==> src/rtl/des_pkg.sv <==
// Shared DES key-schedule constants: widths, PC-1/PC-2 index tables (1-based DES
// bit numbers), per-round shift schedules and the scheduler state type.
package des_pkg;

    localparam int DES_KEY_W    = 64;
    localparam int DES_CD_W     = 56;
    localparam int DES_SUBKEY_W = 48;

    localparam int unsigned PC1_TBL [0:DES_CD_W-1] = '{
        57, 49, 41, 33, 25, 17,  9,  1, 58, 50, 42, 34, 26, 18,
        10,  2, 59, 51, 43, 35, 27, 19, 11,  3, 60, 52, 44, 36,
        63, 55, 47, 39, 31, 23, 15,  7, 62, 54, 46, 38, 30, 22,
        14,  6, 61, 53, 45, 37, 29, 21, 13,  5, 28, 20, 12,  4
    };

    localparam int unsigned PC2_TBL [0:DES_SUBKEY_W-1] = '{
        14, 17, 11, 24,  1,  5,  3, 28, 15,  6, 21, 10,
        23, 19, 12,  4, 26,  8, 16,  7, 27, 20, 13,  2,
        41, 52, 31, 37, 47, 55, 30, 40, 51, 45, 33, 48,
        44, 49, 39, 56, 34, 53, 46, 42, 50, 36, 29, 32
    };

    // Decryption walks the encryption schedule backwards; entry 0 is zero because
    // the full 28-bit rotation brings C16/D16 back to C0/D0.
    localparam int unsigned SHIFT_DEC [0:15] = '{0, 1, 2, 2, 2, 2, 2, 2, 1, 2, 2, 2, 2, 2, 2, 1};
    localparam int unsigned SHIFT_ENC [0:15] = '{1, 1, 2, 2, 2, 2, 2, 2, 1, 2, 2, 2, 2, 2, 2, 1};

    typedef enum logic [1:0] {
        ST_IDLE = 2'd0,
        ST_PREP = 2'd1,
        ST_EMIT = 2'd2
    } sched_state_t;

    function automatic logic [0:27] rot_r28(input logic [0:27] v, input int unsigned n);
        case (n)
            1:       return {v[27], v[0:26]};
            2:       return {v[26:27], v[0:25]};
            default: return v;
        endcase
    endfunction

endpackage

==> src/rtl/des_pc1_block.sv <==
// PC-1 permutation: 64-bit key (bit 0 = DES bit 1) to 56-bit C||D; parity bits dropped.
module des_pc1_block
    import des_pkg::*;
(
    input  logic [0:DES_KEY_W-1] key,
    output logic [0:DES_CD_W-1]  cd
);

    for (genvar i = 0; i < DES_CD_W; i++) begin : g_bit
        assign cd[i] = key[PC1_TBL[i] - 1];
    end

endmodule

==> src/rtl/des_pc2_block.sv <==
// PC-2 permutation: 56-bit C||D to a 48-bit round subkey (bit 0 = DES bit 1).
module des_pc2_block
    import des_pkg::*;
(
    input  logic [0:DES_CD_W-1]     cd,
    output logic [0:DES_SUBKEY_W-1] subkey
);

    for (genvar i = 0; i < DES_SUBKEY_W; i++) begin : g_bit
        assign subkey[i] = cd[PC2_TBL[i] - 1];
    end

endmodule

==> src/rtl/des_dec_key_sched.sv <==
// Reverse-order DES subkey streamer (K16 down to K1) with valid/ready on both sides.
// Optional per-byte odd-parity check on accepted keys: DES_KEY_PARITY_CHECK_EN.
module des_dec_key_sched
    import des_pkg::*;
#(
    parameter bit REG_OUT = 1'b0
)
(
    input  logic                    clk,
    input  logic                    rst_n,
    input  logic [0:DES_KEY_W-1]    key_in,
    input  logic                    key_valid,
    output logic                    key_ready,
    output logic [0:DES_SUBKEY_W-1] subkey,
    output logic [3:0]              round_idx,
    output logic                    subkey_valid,
    input  logic                    subkey_ready,
    output logic                    sched_done,
    output logic                    key_parity_err
);

    // Handshake: a transfer happens on a rising edge where valid && ready; a
    // producer holds valid and data stable until that edge, ready may toggle freely.

    sched_state_t state_q, state_nxt;
    logic [0:27]  c_q, d_q, c_nxt, d_nxt;
    logic [3:0]   cnt_q, cnt_nxt;
    logic [3:0]   shift_idx;
    logic         live_q;
    logic         key_hs, sub_hs, load_out;
    logic [0:DES_CD_W-1]     pc1_cd;
    logic [0:DES_SUBKEY_W-1] pc2_key;

    des_pc1_block u_pc1 (.key(key_in), .cd(pc1_cd));
    des_pc2_block u_pc2 (.cd({c_q, d_q}), .subkey(pc2_key));

    assign key_ready    = live_q && (state_q == ST_IDLE);
    assign subkey_valid = (state_q == ST_EMIT);
    assign key_hs       = key_valid && key_ready;
    assign sub_hs       = subkey_valid && subkey_ready;
    assign sched_done   = sub_hs && (cnt_q == 4'd15);

    // With the output register, C/D run one round ahead of the registered subkey.
    assign shift_idx = (REG_OUT && state_q == ST_EMIT) ? cnt_q + 4'd2 : cnt_q + 4'd1;

    always_comb begin
        state_nxt = state_q;
        cnt_nxt   = cnt_q;
        c_nxt     = c_q;
        d_nxt     = d_q;
        load_out  = 1'b0;
        case (state_q)
            ST_IDLE: begin
                if (key_hs) begin
                    c_nxt     = pc1_cd[0:27];
                    d_nxt     = pc1_cd[28:55];
                    cnt_nxt   = 4'd0;
                    state_nxt = REG_OUT ? ST_PREP : ST_EMIT;
                end
            end
            ST_PREP: begin
                load_out  = 1'b1;
                c_nxt     = rot_r28(c_q, SHIFT_DEC[shift_idx]);
                d_nxt     = rot_r28(d_q, SHIFT_DEC[shift_idx]);
                state_nxt = ST_EMIT;
            end
            ST_EMIT: begin
                if (sub_hs) begin
                    if (cnt_q == 4'd15) begin
                        state_nxt = ST_IDLE;
                    end else begin
                        load_out = 1'b1;
                        cnt_nxt  = cnt_q + 4'd1;
                        c_nxt    = rot_r28(c_q, SHIFT_DEC[shift_idx]);
                        d_nxt    = rot_r28(d_q, SHIFT_DEC[shift_idx]);
                    end
                end
            end
            default: state_nxt = ST_IDLE;
        endcase
    end

    always_ff @(posedge clk or negedge rst_n) begin
        if (!rst_n) begin
            state_q <= ST_IDLE;
            cnt_q   <= 4'd0;
            c_q     <= '0;
            d_q     <= '0;
            live_q  <= 1'b0;
        end else begin
            state_q <= state_nxt;
            cnt_q   <= cnt_nxt;
            c_q     <= c_nxt;
            d_q     <= d_nxt;
            live_q  <= 1'b1;
        end
    end

    if (REG_OUT) begin : g_reg_out
        logic [0:DES_SUBKEY_W-1] subkey_q;
        logic [3:0]              idx_q;

        always_ff @(posedge clk or negedge rst_n) begin
            if (!rst_n) begin
                subkey_q <= '0;
                idx_q    <= 4'd0;
            end else if (load_out) begin
                subkey_q <= pc2_key;
                idx_q    <= 4'd0 - cnt_nxt;
            end
        end

        assign subkey    = subkey_q;
        assign round_idx = idx_q;
    end else begin : g_comb_out
        assign subkey    = pc2_key;
        assign round_idx = 4'd0 - cnt_q;
    end

`ifdef DES_KEY_PARITY_CHECK_EN
    logic par_bad, par_err_q;

    always_comb begin
        par_bad = 1'b0;
        for (int k = 0; k < 8; k++) begin
            par_bad = par_bad | ~(^key_in[8*k +: 8]);
        end
    end

    always_ff @(posedge clk or negedge rst_n) begin
        if (!rst_n) begin
            par_err_q <= 1'b0;
        end else if (key_hs) begin
            par_err_q <= par_bad;
        end
    end

    assign key_parity_err = par_err_q;
`else
    assign key_parity_err = 1'b0;
`endif

endmodule

==> config.mk <==
export PLATFORM = sky130hd
export DESIGN_NAME = des_dec_key_sched
export DESIGN_NICKNAME = d
export VERILOG_FILES = /design/src/rtl/des_pkg.sv /design/src/rtl/des_pc1_block.sv /design/src/rtl/des_pc2_block.sv /design/src/rtl/des_dec_key_sched.sv
export SDC_FILE = /design/constraint.sdc
export NUM_CORES = 1
export LEC_CHECK = 0
export BUFFER_PORTS_ARGS = -buffer_cell sky130_fd_sc_hd__buf_2
export CAP_MARGIN = 20
export CORE_MARGIN = 2
export CORE_UTILIZATION = 40
export DETAILED_ROUTE_END_ITERATION = 16
export PLACE_DENSITY = 0.68
export SETUP_SLACK_MARGIN = 0.05
export SLEW_MARGIN = 20
export SYNTH_ARGS = -nofsm -noshare
export SYNTH_HDL_FRONTEND = slang
export SYNTH_SLANG_ARGS = --single-unit
==> constraint.sdc <==
create_clock -name clk -period 2.32 [get_ports clk]
set_clock_uncertainty 0.05 [all_clocks]
set_input_delay 0.464 -clock clk [delete_from_list [all_inputs] [get_ports clk]]
set_output_delay 0.464 -clock clk [all_outputs]
set_load 0.03 [all_outputs]
Word level (Yosys, flattened, before mapping) --
Memories as Yosys holds them, arrays and structs flattened. Index checks and enable logic that the tools add are counted.
Cells by class: $lt $le $gt $ge 1, reduce and logical (&&, ||, !) cells 10, $mul 0, add/sub/neg operators 2, shift operators 0, bitwise gates (word level) 1, div/mod/pow operators 0, multiplexer cells 20, eq/ne operators 9
Operators by type and width (number):
- 28-bit two-way mux | 6
- 28-bit one-hot mux with 3 select lines | 2
- 28-bit one-hot mux with 2 select lines | 2
- 32-bit two-way mux | 2
- 32-bit by 1-bit == test with 1-bit output, second input constant | 1
- 32-bit by 2-bit == test with 1-bit output, second input constant | 1
- 4-bit two-way mux | 3
- 4-bit one-hot mux with 2 select lines | 1
- 4-bit AND reduction | 2
- 2-bit two-way mux | 3
- 2-bit one-hot mux with 3 select lines | 1
- 5-bit >= comparator, second input constant | 1
- 4-bit inverter with 5-bit output | 1
- 4-bit by 1-bit adder with 4-bit output, second input constant | 1
- 4-bit == test, second input constant | 1
- 1-bit logical AND | 4
- 2-bit by 1-bit != test with 1-bit output, second input constant | 2
- 2-bit != test, second input constant | 2
- 1-bit by 4-bit subtractor with 4-bit output, first input constant | 1
- 3-bit AND reduction | 1
- 3-bit nonzero test | 1
- 2-bit by 1-bit == test with 1-bit output, second input constant | 1
- 2-bit == test, second input constant | 1
- 2-bit logical NOT | 1
- 2-bit nonzero test | 1
Storage, ports and cells: output and inout bits 56, ROM bits 512, input port bits 68, flip-flop bits (word level) 63, memories 1, RAM bits 0, bits in latches 0
Memories:
- (no name shown) | words 16, bits a word 32, rd ports 1, clocked after Yosys merged registers in 0, write ports 0, RTL line des_dec_key_sched.sv:75 | d_nxt = rot_r28(d_q, SHIFT_DEC[shift_idx]);

Logic depth before layout (Yosys ltp) --
depth in word-level cells 10, mapped depth 10, depth with buffers taken out 7

By module --
Synthesis repeated with hierarchy kept, for this count alone.
Second synthesis, totals: cells, all modules 556, area total of the unflattened synthesis 5720.5 um2
By module, submodules not included:
- des_dec_key_sched | instances 1, area each 4939.7 um2, sequential area each 1551.5 um2, cells each 452
- des_pc1_block | instances 1, area each 420.4 um2, sequential area each 0.0 um2, cells each 56
- des_pc2_block | instances 1, area each 360.3 um2, sequential area each 0.0 um2, cells each 48

Worst setup path after synthesis --
Ideal clock, no wire load.
path kind flip-flop to flip-flop, from register cnt_q[0], to register c_q[10] (netlist bit), stages on the path, launching flop included 10, path slack -115 ps, buffers on the path 2, data arrival time 2260 ps, period minus slack after synthesis 2435 ps, data required time 2145 ps, setup time 125 ps, path through dfrtp_1 > inv_1 > ha_1 > nand2b_1 > o41ai_1 > a31oi_1 > a22oi_2 > buf_6 > buf_6 > mux2_4
Between the ends: longest elaborated chain between the ends 10
Ends and longest elaborated chain:
- start, declared | RTL line des_dec_key_sched.sv:27 | logic [3:0] cnt_q, cnt_nxt;
- start signal, assigned | RTL line des_dec_key_sched.sv:92 | cnt_q <= cnt_nxt;
- 4-bit by 1-bit adder with 4-bit output | RTL line des_dec_key_sched.sv:44 | assign shift_idx = (REG_OUT && state_q == ST_EMIT) ? cnt_q + 4'd2 : cnt_q + 4'd1;
- 4-bit inverter with 5-bit output (not written as such) | RTL line des_dec_key_sched.sv:63, des_dec_key_sched.sv:74
- memory 16 x 32 bit
- 32-bit two-way mux (2 in a row)
- 32-bit by 2-bit == test with 1-bit output / 32-bit by 1-bit == test with 1-bit output (equally long branches)
- 28-bit one-hot mux with 2 select lines | RTL line des_pkg.sv:35 | case (n)
- 28-bit two-way mux | RTL line des_dec_key_sched.sv:69 | if (cnt_q == 4'd15) begin
- 28-bit two-way mux | RTL line des_dec_key_sched.sv:68 | if (sub_hs) begin
- 28-bit one-hot mux with 3 select lines | RTL line des_dec_key_sched.sv:52 | case (state_q)
- end signal, assigned | RTL line des_dec_key_sched.sv:93 | c_q <= c_nxt;
- end, declared | RTL line des_dec_key_sched.sv:26 | logic [0:27] c_q, d_q, c_nxt, d_nxt;
Parallel ways exist; a longest one is shown, timed or not. The select of a mux whose other input is x is not followed. A chain may end at the register's enable or synchronous reset.

Worst setup path after layout --
from register cnt_q[1], to register d_q[19] (netlist bit)
Between the ends: longest elaborated chain between the ends 10
Ends and longest elaborated chain:
- 4-bit by 1-bit adder with 4-bit output | RTL line des_dec_key_sched.sv:44
- 4-bit inverter with 5-bit output (not written as such) | RTL line des_dec_key_sched.sv:64, des_dec_key_sched.sv:75
- memory 16 x 32 bit
- 32-bit two-way mux (not written as such) (2 in a row) | RTL line des_dec_key_sched.sv:75
- 32-bit by 2-bit == test with 1-bit output / 32-bit by 1-bit == test with 1-bit output (equally long branches) | RTL line des_pkg.sv:35
- 28-bit one-hot mux with 2 select lines | RTL line des_pkg.sv:35
- 28-bit two-way mux | RTL line des_dec_key_sched.sv:69
- 28-bit two-way mux | RTL line des_dec_key_sched.sv:68
- 28-bit one-hot mux with 3 select lines | RTL line des_dec_key_sched.sv:52
- end signal, assigned | RTL line des_dec_key_sched.sv:94 | d_q <= d_nxt;
- end, declared | RTL line des_dec_key_sched.sv:26
Parallel ways exist; a longest one is shown, timed or not. The select of a mux whose other input is x is not followed.

==> results <==
- The run finished with clean final reports.
- The number of remaining DRC errors is 0.
- Across all register-to-register paths, the minimum setup slack is 0.007 ns.
- The total via count in the routed design is 4108.
- The met2 demand-to-capacity share in global routing is 29.5%.
- In the global route stage, overall resource usage came out at 18.7%.
- Fill cells in the final layout number 1119.
- The average instance area after synthesis is 10.6 um^2.
- The data arrival time at the worst-slack endpoint is 2.47 ns.
- The area of placed instances is 0.00580 mm^2.
- In this run the clock root is driven by a clkbuf_16.
- The final routed wire length divided by cell count is 18.1 um.
- In the finished design, the share of the clock period the worst path needs comes to 99.7%.
- The worst flop-to-flop path endpoint is d_q[19].
- The mean number of vias per cell is 5.46.
- Buffers inserted during clock tree synthesis total 9.
- After floorplanning, the core was sized to cover 0.0126 mm^2.
- Sequential elements use 29.9% of the synthesized area.
- The clock insertion delay at the later pin of the skew report is 0.33 ns.
- The fraction of synthesized cell area taken by the top area cell type is 29.9%.
- The total number of placement rows is 41.
- The launch instance of the worst register-to-register path is cnt_q[1].
- The number of nets with antenna violations after routing is 0.
- In this run the deepest clock path goes through 2 buffers.
- The synthesis-to-finish area growth is 29.6%.
- The boundary pin count is 124.
- Entering global routing, the biggest net connects 63 pins.
- Setup violations remaining at the end of the flow were counted as 0.
- At the end of routability-driven placement, the weighted congestion stood at 0.842.
- Counting cells, the worst reg-to-reg path comes to 11.
- The area of all sequential standard cells is 0.00156 mm^2.
- The initial antenna violation count is 0.
- The tightest hold margin is 0.0971 ns.
- The net count of the mapped netlist is 564.
- The synthesis warning total is 0.
- The worst setup path is launched from a register.
- The H-tree was split into 3 levels.
- The final-report max-slew violation count is 0.
- The peak-usage layer in the global routing report is met2.
- The library cell used most frequently in the layout, excluding fill and tap cells, is buf_2.
- The antenna diode instance count is 0.
- The die is 118 um wide.
- The aggregate routed wire length is 13600 um.
- After synthesis, the netlist uses 34 different library cells.
- The required time at the worst-slack endpoint is 2.48 ns.
- The final-report hold violation count is 0.
- STA classifies the critical path endpoint as a register.
- The worst hold path belongs to the class in -> async.
- The number of standard cells after synthesis is 491.
- The number of hold buffers added after cts is 0.
- The die is 118 um tall.
- The maximum fanout along the worst path is 13.
- The number of detailed-route iterations in the first pass is 4.
- Setup repair after global routing could not meet its margin everywhere.
- The worst path meets setup with 0.00703 ns of slack.
- The die covers 0.0139 mm^2.
- Synthesis inferred 62 register bits.
- The cell taking the most area after synthesis is dfrtp_1.
- The placed wire-length estimate is 8540 um.
- In the final layout, the multi-input gates occupy 0.00331 mm^2.
- The initial cell density of the core is 41.1%.
- The total grt overflow is 0.
- The first global-routing pass estimated 21400 um of wire.
- The TritonCTS clock tree is yes.
- Derived from the worst setup path, the maximum achievable clock frequency is 0.432 GHz.
- For met1 alone, demand over resource in global routing was 25.7%.
- The minimum clock period is 2.31 ns.
- The via count of the first global-routing pass is 4138.
- The type of the setup path with the least slack is reg -> reg.
- For met3 alone, demand over resource in global routing was 4.12%.
- The fraction of final layout cells with drive strength greater than 1 is 48.6%.
- Clock tree synthesis found a total of 62 sinks.
- The post-synthesis instance area is 0.00518 mm^2.
- The number of buffers added on ports is 114.
- The number of violations reported at the end of detailed-routing iteration 0 is 210.
- In the layout the commonest cells are buf_2, mux2i_1, nor2_1, dfrtp_1, mux2_4.
- After synthesis, the cell types taking the most area are dfrtp_1, mux2i_1, mux2_4, a221oi_1, buf_4.
- The pre-CTS setup slack is -0.104 ns.
- The count of max-cap constraint violations is 0.
- After clock tree synthesis, the clock-pin slew on the worst setup and hold paths is 0.05 ns.
- The final design instance area without fill is 0.00672 mm^2.
- The number of nets in the finished design is 648.
-- how the worst max path moves through the flow --
stage	startpoint	to	slack (ns)	cells past startpoint
after floorplan	cnt_q[0]	c_q[10]	0.06	9
after global placement	cnt_q[0]	c_q[0]	-0.01	9
after detailed placement	cnt_q[1]	d_q[25]	-0.10	10
after CTS	cnt_q[0]	sched_done	-0.04	7
after global routing	cnt_q[0]	d_q[22]	-0.10	10
final	cnt_q[1]	d_q[19]	0.007	11
-- timing repair --
action                                  4_1_cts  5_1_grt
resized for setup                            14       65
endpoints found under the setup margin       57       57
cloned                                        1        5
buffers inserted                              1       10
pin swaps                                     1       32
-- cell families after synthesis --
| kind of cell | after synthesis | share of synthesized area, % |
|---|---|---|
| AOI/OAI and AO/OA | 69 | 11.1 |
| and+or+nand+nor | 85 | 7.19 |
| muxes | 168 | 36.7 |
| adders and majority gates | 5 | 1.21 |
| DFF | 62 | 29.9 |
| xor gates and xnor gates | 6 | 1.01 |
| other | 2 | 0.145 |
| buffers and inverters | 94 | 12.7 |
-- sequential cells by signal, indices dropped and copies added (netlist names) --
signal   cells
c_q         28
cnt_q        4
d_q         28
live_q       1
state_q      1
-- critical path: stages, from the launching register on --
cell and delay [ns]:
dfrtp_2 0.44, buf_6 0.14, ha_4 0.17, buf_6 0.11, xor2_1 0.14, o21ai_1 0.07, nand4_1 0.12, a22oi_2 0.18
buf_6 0.14, buf_12 0.13, buf_12 0.17, mux2_4 0.31
-- synthesized netlist by cell type, drive strengths merged --
cell type and n:
nor2b 4, nand4 1, o41ai 1, mux2i 112, and3 1, and2 2
o21ai 4, nand3 5, nor2 59, nand2 5, buf 79, a21o 2
a22o 1, xnor2 4, a22oi 1, nand2b 1, clkbuf 12, a221oi 56
conb 2, nor4b 2, a31oi 1, xor2 2, nor3 4, mux2 56
and3b 1, a21oi 3, inv 3, ha 5, dfrtp 62
-- per-layer routing --
metal | vias to the layer above | routed length (um) | part of all wire (%)
met5 | - | 0 | 0
met4 | 0 | 214 | 1.6
met3 | 16 | 562 | 4.1
met2 | 98 | 6520 | 48
met1 | 2049 | 6320 | 46
li1 | 1945 | - | -
-- area by class of cell --
cell class	count	share of cell area [%]
clock buffers	13	4.02
clock inverters	3	0.969
inverters	3	0.242
multi-input cells	335	49.3
flip-flops and latches	62	23.2
well taps	172	3.20
repair buffers	164	19.1
-- through the flow --
stage               utilization (%)  TNS (ns)  cells
finish                         53.2         0    752
global route                   53.2     -3.91    752
CTS                            49.3   -0.0387    739
detailed placement             45.9    -0.734    721
global placement               45.9   -0.0101    721
floorplan                         -         0    491
Power is not shown: default switching activity piles up to over one toggle a cycle in this logic, so the estimate is an artifact.
